### config.mk
export PLATFORM = sky130hd
export DESIGN_NAME = mod_updown_counter_flat
export DESIGN_NICKNAME = d
export VERILOG_FILES = /design/src/rtl/mod_updown_counter_if.sv /design/src/rtl/mod_updown_counter.sv /design/src/flat_wrapper.sv
export SDC_FILE = /design/constraint.sdc
export NUM_CORES = 1
export LEC_CHECK = 0
export CELL_PAD_IN_SITES_DETAIL_PLACEMENT = 0
export CELL_PAD_IN_SITES_GLOBAL_PLACEMENT = 1
export CORE_ASPECT_RATIO = 1.2
export CORE_UTILIZATION = 41
export CTS_BUF_LIST = sky130_fd_sc_hd__clkbuf_4 sky130_fd_sc_hd__clkbuf_8
export CTS_CLUSTER_DIAMETER = 200
export DETAILED_ROUTE_END_ITERATION = 8
export PLACE_DENSITY = 0.88
export SLEW_MARGIN = 40
export SYNTH_ARGS = -nofsm -noshare
export SYNTH_HDL_FRONTEND = slang
export SYNTH_SLANG_ARGS = --single-unit
### constraint.sdc
create_clock -name clk -period 10.9 [get_ports clk]
set_clock_uncertainty 0.05 [all_clocks]
set_input_delay 1.635 -clock clk [delete_from_list [all_inputs] [get_ports clk]]
set_output_delay 1.635 -clock clk [all_outputs]
set_load 0.01 [all_outputs]
### src/rtl/mod_updown_counter_if.sv
// Bus bundle for mod_updown_counter: load/limit/count controls in, counter state and flags out.
interface mod_updown_counter_if #(
    parameter int DATA_BITS = 16
);
    logic [DATA_BITS-1:0] data;
    logic                 load;
    logic [DATA_BITS-1:0] limit_data;
    logic                 limit_load;
    logic                 count;
    logic                 down;
    logic [DATA_BITS-1:0] out;
    logic [DATA_BITS-1:0] limit;
    logic                 carry;
    logic                 borrow;
    logic                 wrap;

    modport master (
        output data, load, limit_data, limit_load, count, down,
        input  out, limit, carry, borrow, wrap
    );

    modport slave (
        input  data, load, limit_data, limit_load, count, down,
        output out, limit, carry, borrow, wrap
    );
endinterface

### src/rtl/mod_updown_counter.sv
// Up/down modulo counter with a runtime limit register and a one-cycle wrap pulse.
// Define COUNTER_SATURATE_EN to hold at the end points instead of wrapping.
module mod_updown_counter #(
    parameter int DATA_BITS = 16,
    parameter int MAX_VALUE = 1
) (
    input  logic              clk,
    input  logic              clear,
    mod_updown_counter_if.slave bus
);
`ifdef COUNTER_SATURATE_EN
    localparam bit SAT = 1'b1;
`else
    localparam bit SAT = 1'b0;
`endif
    localparam logic [DATA_BITS-1:0] RST_LIMIT = DATA_BITS'(MAX_VALUE);

    // Initialisers give the reset state from time zero without a clear pulse.
    logic [DATA_BITS-1:0] out_q   = '0;
    logic [DATA_BITS-1:0] limit_q = RST_LIMIT;
    logic                 wrap_q  = 1'b0;

    logic [DATA_BITS-1:0] out_d, limit_d, eff_limit;
    logic                 wrap_d;

    assign eff_limit = bus.limit_load ? bus.limit_data : limit_q;

    always_comb begin
        out_d   = out_q;
        limit_d = limit_q;
        wrap_d  = 1'b0;
        if (bus.load) begin
            limit_d = eff_limit;
            out_d   = (bus.data > eff_limit) ? eff_limit : bus.data;
        end else if (bus.limit_load) begin
            // Shrinking below the current count restarts from zero.
            limit_d = bus.limit_data;
            out_d   = (out_q > bus.limit_data) ? '0 : out_q;
        end else if (bus.count) begin
            if (!bus.down) begin
                if (out_q == limit_q) begin
                    out_d  = SAT ? out_q : '0;
                    wrap_d = !SAT;
                end else begin
                    out_d = out_q + 1'b1;
                end
            end else begin
                if (out_q == '0) begin
                    out_d  = SAT ? out_q : limit_q;
                    wrap_d = !SAT;
                end else begin
                    out_d = out_q - 1'b1;
                end
            end
        end
    end

    always_ff @(posedge clk) begin
        if (clear) begin
            out_q   <= '0;
            limit_q <= RST_LIMIT;
            wrap_q  <= 1'b0;
        end else begin
            out_q   <= out_d;
            limit_q <= limit_d;
            wrap_q  <= wrap_d;
        end
    end

    assign bus.out    = out_q;
    assign bus.limit  = limit_q;
    assign bus.wrap   = wrap_q;
    assign bus.carry  = !bus.down && (out_q == limit_q);
    assign bus.borrow = bus.down && (out_q == '0);
endmodule

### src/flat_wrapper.sv
// flat-port wrapper written by rule: the top's interface ports become plain ports
module mod_updown_counter_flat 
#(
    parameter int DATA_BITS = 16,
    parameter int MAX_VALUE = 1
)
  (clk, clear, bus_data, bus_load, bus_limit_data, bus_limit_load, bus_count, bus_down, bus_out, bus_limit, bus_carry, bus_borrow, bus_wrap);
  mod_updown_counter_if #(.DATA_BITS(DATA_BITS)) bus_i ();
  input  logic clk;
  input  logic clear;
  input wire logic [$bits(bus_i.data)-1:0] bus_data;
  input wire logic [$bits(bus_i.load)-1:0] bus_load;
  input wire logic [$bits(bus_i.limit_data)-1:0] bus_limit_data;
  input wire logic [$bits(bus_i.limit_load)-1:0] bus_limit_load;
  input wire logic [$bits(bus_i.count)-1:0] bus_count;
  input wire logic [$bits(bus_i.down)-1:0] bus_down;
  output wire logic [$bits(bus_i.out)-1:0] bus_out;
  output wire logic [$bits(bus_i.limit)-1:0] bus_limit;
  output wire logic [$bits(bus_i.carry)-1:0] bus_carry;
  output wire logic [$bits(bus_i.borrow)-1:0] bus_borrow;
  output wire logic [$bits(bus_i.wrap)-1:0] bus_wrap;
  assign bus_i.data = bus_data;
  assign bus_i.load = bus_load;
  assign bus_i.limit_data = bus_limit_data;
  assign bus_i.limit_load = bus_limit_load;
  assign bus_i.count = bus_count;
  assign bus_i.down = bus_down;
  assign bus_out = bus_i.out;
  assign bus_limit = bus_i.limit;
  assign bus_carry = bus_i.carry;
  assign bus_borrow = bus_i.borrow;
  assign bus_wrap = bus_i.wrap;
  mod_updown_counter #(.DATA_BITS(DATA_BITS), .MAX_VALUE(MAX_VALUE)) u_core (.clk(clk), .clear(clear), .bus(bus_i));
endmodule
==> flow_summary.toml, run 1 <==
[global_routing]
grt_max_degree = 33
gr-total-overflow = 0
antenna_found_initial = 0
grt.total_usage_pct = 28.20
grt_pass1_wl_um = 18650
grt_pass1_vias = 3538

[logic_synthesis]
synth_edf_count = 0
syn-cell-area_sq_um = 3351
synth_top_cell_by_area = "dfxtp_1"
yosysUniqueCellTypes = 62
yosysSeqAreaShare_pct = 19.72
synth-async-reset-ratio_pct = 0
yosys-top-cells-area = "dfxtp_1 (20%), ha_1 (13%), xnor2_1 (5.5%)"
yosys_warnings = 0
syn_area_per_cell_sq_um = 7.633
synth_flop_cell = "dfxtp_1"
ys_ff_latch = 33
syn_nets = 512
synthCells = 439
synth_top_area_share_pct = 19.72

[timing]
finalHoldViolations = 0
rsz0062_at_grt = "false"
fin_crit_ns = 5.312
hold_slack_ns = 0.6398
max_freq_mhz = 188.3
setup_tns_ns = 0
setup_ws_ns = 5.588
tightestPinTransition_ns = 0.7768
slew_headroom_pct = 46.87
setup_viol = 0
slew_violations = 0
fin_crit_sh_pct = 48.73

[cells_and_area]
insertedDiodeCount = 0
area_delta_synth_final_pct = 25.73
stdcell_count = 588
final_area_sq_um = 4213
final_core_util_pct = 54.04
final_cell_mix = "clkdlybuf4s50_1 (71), nor2_1 (38), ha_1 (35)"
final_common_cell = "clkdlybuf4s50_1"
nFillCells = 786
fin_nets = 568
layout-drive-gt1-share_pct = 4.637

[clock_tree]
clk-insertion-delay-late_ns = 0.28
ctsResizeCount = 0
cts_inserted_buffers = 5
max-clock-path-buffers = 2
cts_root_buffer = "clkbuf_8"
h-tree-depth = 2
path_clk_slew_ns = 0.07
numClockSinks = 33
post_cts_buffers = 0
cts_tree = "done"
hold_buffers = 0

[routing]
routed_via_density = 6.158
ant_nets = 0
routed_wirelength_um = 11870
drtIter0Drc = 252
drc_errors = 4
vias = 3621
wl_per_cell_um = 20.19
firstDrtPassIters = 6

[setup_path]
critical_path_required_ns = 11.02
end_kind = "register"
critical_path_class = "in2reg"
reg2regPathDepth = 9
arrival_ns = 5.43
critPathMaxFanout = 21
timing.reg2reg.setup_slack_ns = 7.43
start_kind = "primary input"

[pwr]
finalPower_mw = 0.4733
p_per_area_nw_per_um2 = 112.4
ir_drop_uv = 64.27
leakagePower_nw = 1.658

[floorplanning]
initial_core_util_pct = 42.99
ios = 73
dieArea_sq_um = 8540
core_sq_um = 7795
die_x_um = 84.53
die_y_um = 101.0
fp-row-count = 35

[status]
violations = "design-rule violations"
outcome = "finished with violations"

[place]
placed_area_sq_um = 4105
post-dp-hpwl_um = 9446
place.gp.congestion = 0.9428
numPortBuffers = 72
placed_cells = 580
pre_cts_slack_ns = 5.131

[min_path]
hold_class = "reg2reg"
hold_depth = 2

[job]
cap_violations = 0
==> cells in the mapped netlist, types with 3 or more instances <==
| cell | count |
|---|---|
| nor2_1 | 38 |
| ha_1 | 35 |
| dfxtp_1 | 33 |
| a21oi_1 | 30 |
| nand2_1 | 26 |
| o21ai_0 | 26 |
| inv_1 | 25 |
| xnor2_1 | 21 |
| clkbuf_1 | 18 |
| nand3_1 | 18 |
| nand4_1 | 18 |
| mux2i_1 | 15 |
| a221o_1 | 9 |
| nor3_1 | 9 |
| a31oi_1 | 8 |
| o211ai_1 | 8 |
| nor2b_1 | 7 |
| nor4_1 | 7 |
| nand2b_1 | 6 |
| and3_1 | 5 |
| buf_1 | 5 |
| a21o_1 | 4 |
| and2_1 | 4 |
| or3_1 | 4 |
| a2111oi_0 | 3 |
| a211oi_1 | 3 |
| and4_1 | 3 |
| buf_2 | 3 |
| nand3b_1 | 3 |
| nor3b_1 | 3 |
| nor4b_1 | 3 |
| o31ai_1 | 3 |
==> final cells by class <==
cell class	count	area, sq um	share of cell area, %
flip-flops and latches	33	660.6	15.68
clock buffers	7	96.34	2.287
well taps	92	115.1	2.732
multi-input cells	354	2496	59.25
inverters	25	93.84	2.228
repair buffers	76	745.7	17.70
clock inverters	1	5.005	0.1188
==> per-layer routing <==
layer	routed length, um	GRT usage (%)	up-vias	part of all wire [%]
met5	0	0	-	0
met4	342	10.69	0	2.9
met3	474	1.474	20	4.0
met2	5733	48.66	131	48
met1	5322	37.16	1723	45
li1	-	-	1747	-
==> final timing paths <==
kind                  startpoint                  end
max               bus_limit_load    u_core.bus.out[9]
min          u_core.bus.limit[6]  u_core.bus.limit[6]
max reg2reg  u_core.bus.limit[5]    u_core.bus.out[9]
min reg2reg  u_core.bus.limit[6]  u_core.bus.limit[6]
==> state kept, by name, indices dropped and copies added (netlist names) <==
name / count
u_core.bus.limit: 16
u_core.bus.out: 16
u_core.bus.wrap: 1
==> report_power, final <==
part	switching (mW)	internal (mW)
Combinational	0.111	0.0973
Clock	0.0445	0.0571
Sequential	0.0322	0.131
==> logic make-up (layout without fill, tap and decap cells) <==
logic type / after synthesis / count (layout) / synth area share (%)
buffers and inverters: 52 / 109 / 6.161
adders and majority gates: 35 / 35 / 13.07
and+or+nand+nor: 166 / 166 / 27.63
muxes: 16 / 16 / 4.817
DFF: 33 / 33 / 19.72
AOI/OAI and AO/OA: 114 / 114 / 22.59
xor gates and xnor gates: 23 / 23 / 6.012
==> worst max-delay path, cell delays in order <==
cell and delay [ns]:
clkdlybuf4s50_1 0.45, buf_4 0.31, mux2i_1 0.36, ha_1 0.31, a21oi_1 0.15, o21ai_0 0.11
a221o_1 0.39, nor3_4 0.42, or2_0 0.69, o21ai_0 0.23, a221o_1 0.36
Note: power is estimated with default switching activity, not from simulation.
==> run 2: changes to the inputs <==
Settings changed: CORE_UTILIZATION 41 to 38, PLACE_DENSITY 0.88 to 0.82.
Clock period 10.9 ns to 5.4 ns, I/O delays scaled along.
==> run 2 against run 1 <==
Net effect:
- the run now ends clean
- first-iteration DRC count up 5.6%
- worst setup slack worse by 4.7 ns
- sequential share of layout area down 0.21 points
- register-to-register slack worse by 5.6 ns
- total power up 110%
- die area up 7.7%
- largest power group unchanged
- highest routed layer unchanged
==> flow_summary.toml, run 2 (synthesis gave the netlist of run 1 again) <==
[cells_and_area]
layout-drive-gt1-share_pct = 5.030
stdcell_count = 614
area_delta_synth_final_pct = 27.45
fin_nets = 569
final_common_cell = "clkdlybuf4s50_1"
final_area_sq_um = 4270
final_cell_mix = "clkdlybuf4s50_1 (71), nor2_1 (38), ha_1 (35)"
insertedDiodeCount = 0

[place]
place.gp.congestion = 0.8777
placed_area_sq_um = 4155
post-dp-hpwl_um = 9479
numPortBuffers = 72
placed_cells = 606

[setup_path]
end_kind = "register"
critical_path_class = "in2reg"
arrival_ns = 4.62
critPathMaxFanout = 15
critical_path_required_ns = 5.53
start_kind = "primary input"

[pwr]
ir_drop_uv = 107.3
leakagePower_nw = 1.671
p_per_area_nw_per_um2 = 233.3
p_int_mw = 0.6160
power_frac_comb_pct = 42.1
p_seq_share_pct = 33.1
pwr-share-clk_pct = 24.8
power.switching_mw = 0.3802
switching_share_pct = 38.16

[floorplanning]
die_x_um = 87.72
fp-row-count = 37
core_sq_um = 8564
ios = 73
dieArea_sq_um = 9199
die_y_um = 104.9
initial_core_util_pct = 39.12

[timing]
rsz0062_at_grt = "false"
setup_tns_ns = 0
slew_violations = 0
setup_viol = 0
tightestPinTransition_ns = 0.7464
fin_crit_sh_pct = 83.22
slew_headroom_pct = 49.97
max_freq_mhz = 222.5
finalHoldViolations = 0
fin_crit_ns = 4.494

[routing]
drtIter0Drc = 266
routed_via_density = 5.902
drc_errors = 0
routed_wirelength_um = 11860
drt-met1-wl_um = 5308
wl_met3_um = 478
vias = 3624
highest_layer = "met4"
met2WireLength_um = 5679
ant_nets = 0
wl_per_cell_um = 19.31
firstDrtPassIters = 5

[status]
outcome = "completed"

[global_routing]
antenna_found_initial = 0
gr-total-overflow = 0
grt_max_degree = 23
grt_pass1_vias = 3510
grt_pass1_wl_um = 18800
grt.total_usage_pct = 26.62

[clock_tree]
post_cts_buffers = 0
clk-insertion-delay-late_ns = 0.29
ctsResizeCount = 0
numClockSinks = 33
h-tree-depth = 2
cts_root_buffer = "clkbuf_8"
hold_buffers = 0
cts_inserted_buffers = 5
cts_tree = "done"
path_clk_slew_ns = 0.07
max-clock-path-buffers = 2

[min_path]
hold_class = "reg2reg"

[job]
cap_violations = 0
## run 2: worst paths after layout
path                            start                   to  slack, ns  cells past startpoint
hold reg to reg   u_core.bus.limit[8]  u_core.bus.limit[8]       0.66                      2
setup / recovery       bus_limit_load    u_core.bus.out[8]       0.91                     11
hold / removal    u_core.bus.limit[8]  u_core.bus.limit[8]       0.66                      2
setup reg to reg  u_core.bus.limit[7]    u_core.bus.out[8]       1.80                      9
## run 2: power by group through the flow
stage / sequential [mW] / combinational [mW] / clock, mW
after detailed placement: 0.333 / 0.415 / 0
final: 0.330 / 0.420 / 0.247
after CTS: 0.327 / 0.417 / 0.251
after floorplan: 0.302 / 0.284 / 0
after global placement: 0.332 / 0.410 / 0
after global routing: 0.333 / 0.462 / 0.260
## run 2: worst max-delay path, cell delays in order
cell	delay, ns
clkdlybuf4s50_1	0.50
buf_4	0.22
mux2i_1	0.30
ha_1	0.32
a21oi_1	0.18
o21ai_0	0.10
a221o_1	0.36
nor3_2	0.57
or2_0	0.68
o21ai_0	0.22
a221o_1	0.36
## run 2: final cells by class
| class | count | area, sq um |
|---|---|---|
| well taps | 117 | 146.4 |
| clock inverters | 1 | 30.03 |
| inverters | 25 | 93.84 |
| multi-input cells | 354 | 2496 |
| clock buffers | 7 | 90.09 |
| flip-flops and latches | 33 | 660.6 |
| fillers | 856 | 4294 |
| repair buffers | 77 | 753.2 |
## run 2: layer usage
metal | GRT usage (%) | up-vias
met1 | 36.79 | 1721
met3 | 2.686 | 30
met2 | 42.14 | 125
met5 | 0 | -
li1 | - | 1748
met4 | 9.836 | 0
## run 2: through the flow
step | util [%] | hold WS [ns] | setup slack, ns | power (mW)
finish | 49.86 | 0.6598 | 0.9060 | 0.9962
global route | 49.86 | 0.6989 | 0.5534 | 1.056
CTS | 49.92 | 0.6550 | 0.9304 | 0.9944
detailed placement | 48.52 | 0.6424 | 0.6325 | 0.7474
global placement | 48.44 | 0.6296 | 0.6870 | 0.7425
floorplan | - | 0.5833 | 1.573 | 0.5858
==> run 3: changes to the inputs <==
Settings changed: CORE_UTILIZATION 38 to 35, PLACE_DENSITY 0.82 to 0.8.
Clock period 5.4 ns to 3.8 ns, I/O delays scaled along.
==> run 3 against run 2 <==
Net effect:
- worst setup slack got worse by 0.68 ns
- first-iteration DRC count is 1.1% higher
- utilization shrank 1.9 points
- count of clock-buffer cells in the layout shrank 2
- sequential power increased by 41%
- hold slack got worse by 0.030 ns
- routed wire length grew 4.7%
- largest cell class unchanged
- critical path depth is 1 higher
- sequential cell count is the same
- sequential share of layout area down 0.46 points
==> flow_summary.toml, run 3 (synthesis gave the netlist of run 1 again) <==
[status]
outcome = "completed"

[clock_tree]
post_cts_buffers = 0
cts_inserted_buffers = 5
hold_buffers = 0
cts_tree = "done"
max-clock-path-buffers = 2
cts_root_buffer = "clkbuf_8"
ctsResizeCount = 0
h-tree-depth = 2
numClockSinks = 33
path_clk_slew_ns = 0.07
clk-insertion-delay-late_ns = 0.30

[cells_and_area]
area_delta_synth_final_pct = 31.33
final_cell_mix = "clkdlybuf4s50_1 (72), nor2_1 (38), ha_1 (35)"
nFillCells = 920
insertedDiodeCount = 0
fin_nets = 585
final_common_cell = "clkdlybuf4s50_1"
layout-drive-gt1-share_pct = 7.602

[pwr]
ir_drop_uv = 209.9
finalPower_mw = 1.443
p_per_area_nw_per_um2 = 327.9
leakagePower_nw = 1.745

[setup_path]
arrival_ns = 3.70
critical_path_required_ns = 3.92
crit_path_max_incr_delay_ns = 0.50
end_kind = "register"
cp_top_family = "compound AO/OA/AOI/OAI gates"
r2r_end = "u_core.bus.out[4]"
critical_path_class = "in2reg"
start_kind = "primary input"
path_buf_inv = 3
critPathMaxFanout = 21
r2r-start = "u_core.bus.out[15]"
reg2regPathDepth = 7
critPathSlowestCell = "clkdlybuf4s50_1"
timing.reg2reg.setup_slack_ns = 0.84
cp_cell_sequence = "clkdlybuf4s50_1 > buf_12 > mux2i_1 > ha_1 > a21oi_1 > o21ai_0 > a221o_1 > nor3_2 > or2_0 > buf_4 > a31oi_1 > a221oi_1"

[timing]
fin_crit_sh_pct = 93.98
tightestPinTransition_ns = 0.5684
max_freq_mhz = 280.0
slew_headroom_pct = 62.05
setup_viol = 0
setup_tns_ns = 0
slew_violations = 0
setup_ws_ns = 0.2286
finalHoldViolations = 0
hold_slack_ns = 0.6296
rsz0062_at_grt = "false"
fin_crit_ns = 3.571

[routing]
ant_nets = 0
routed_via_density = 5.916
drtIter0Drc = 269
drc_errors = 0
wl_per_cell_um = 19.61
routed_wirelength_um = 12410
firstDrtPassIters = 5
vias = 3745

[global_routing]
grt_pass1_wl_um = 19180
grt_max_degree = 25
grt_pass1_vias = 3582
gr-total-overflow = 0
grt.total_usage_pct = 25.01
antenna_found_initial = 0

[place]
post-dp-hpwl_um = 9947
place.gp.congestion = 0.9356
pre_cts_slack_ns = 0.0002987
numPortBuffers = 72

[floorplanning]
die_x_um = 91.32
fp-row-count = 38
ios = 73
dieArea_sq_um = 9971
die_y_um = 109.2
core_sq_um = 9176
initial_core_util_pct = 36.51

[min_path]
hold_depth = 2
min_from = "u_core.bus.limit[3]"
hold_class = "reg2reg"
whs_endpoint = "u_core.bus.limit[3]"

[job]
cap_violations = 0
## run 3: changes by cell type in the layout (fill, tap and decap cells not counted), sizes merged
cell	previous run	this run
clkinv	0	1
clkinvlp	0	1
clkdlybuf4s50	71	72
clkbuf	7	5
buf	6	21
## run 3: how the worst max path moves through the flow
stage                         startpoint            endpoint  slack, ns  cells past startpoint
after floorplan           bus_limit_load  u_core.bus.out[13]       0.21                     12
after global placement    bus_limit_load   u_core.bus.out[9]       0.15                     12
after detailed placement  bus_limit_load   u_core.bus.out[4]     0.0003                     12
after CTS                 bus_limit_load   u_core.bus.out[4]       0.32                     12
after global routing      bus_limit_load   u_core.bus.out[4]        0.1                     12
final                     bus_limit_load   u_core.bus.out[4]       0.23                     12
## run 3: cell type report
cell class              count  area [sq um]  share of cell area (%)
repair buffers             93         890.9                   20.24
multi-input cells         354          2490                   56.58
well taps                 120         150.1                   3.412
inverters                  25         93.84                   2.132
clock inverters             3         46.29                   1.052
flip-flops and latches     33         660.6                   15.01
clock buffers               5         68.82                   1.564
## run 3: power breakdown
part	internal, mW	switching, mW	leakage (nW)
sequential	0.376	0.0909	0.272
combinational	0.304	0.330	1.42
clock	0.196	0.147	0.0543
total	0.875	0.568	1.74
## run 3: layer usage
layer  GRT usage (%)  wire (um)  vias up
met4           10.43        361        0
met3           2.301        565       23
met5               0          0        -
met1           30.93       5321     1802
met2           44.59       6166      138
li1                -          -     1782
## run 3: tightest hold or removal path, cell delays in order (launching register included)
cell and delay [ns]:
dfxtp_1 0.41, mux2i_1 0.14, nor2_1 0.09
## run 3: through the flow
stage / instance area [sq um] / util (%) / cells
finish: 4400 / 47.95 / 633
global placement: 4285 / 46.70 / 625
CTS: 4400 / 47.95 / 633
detailed placement: 4285 / 46.70 / 625
global route: 4400 / 47.95 / 633
floorplan: 3351 / - / 439
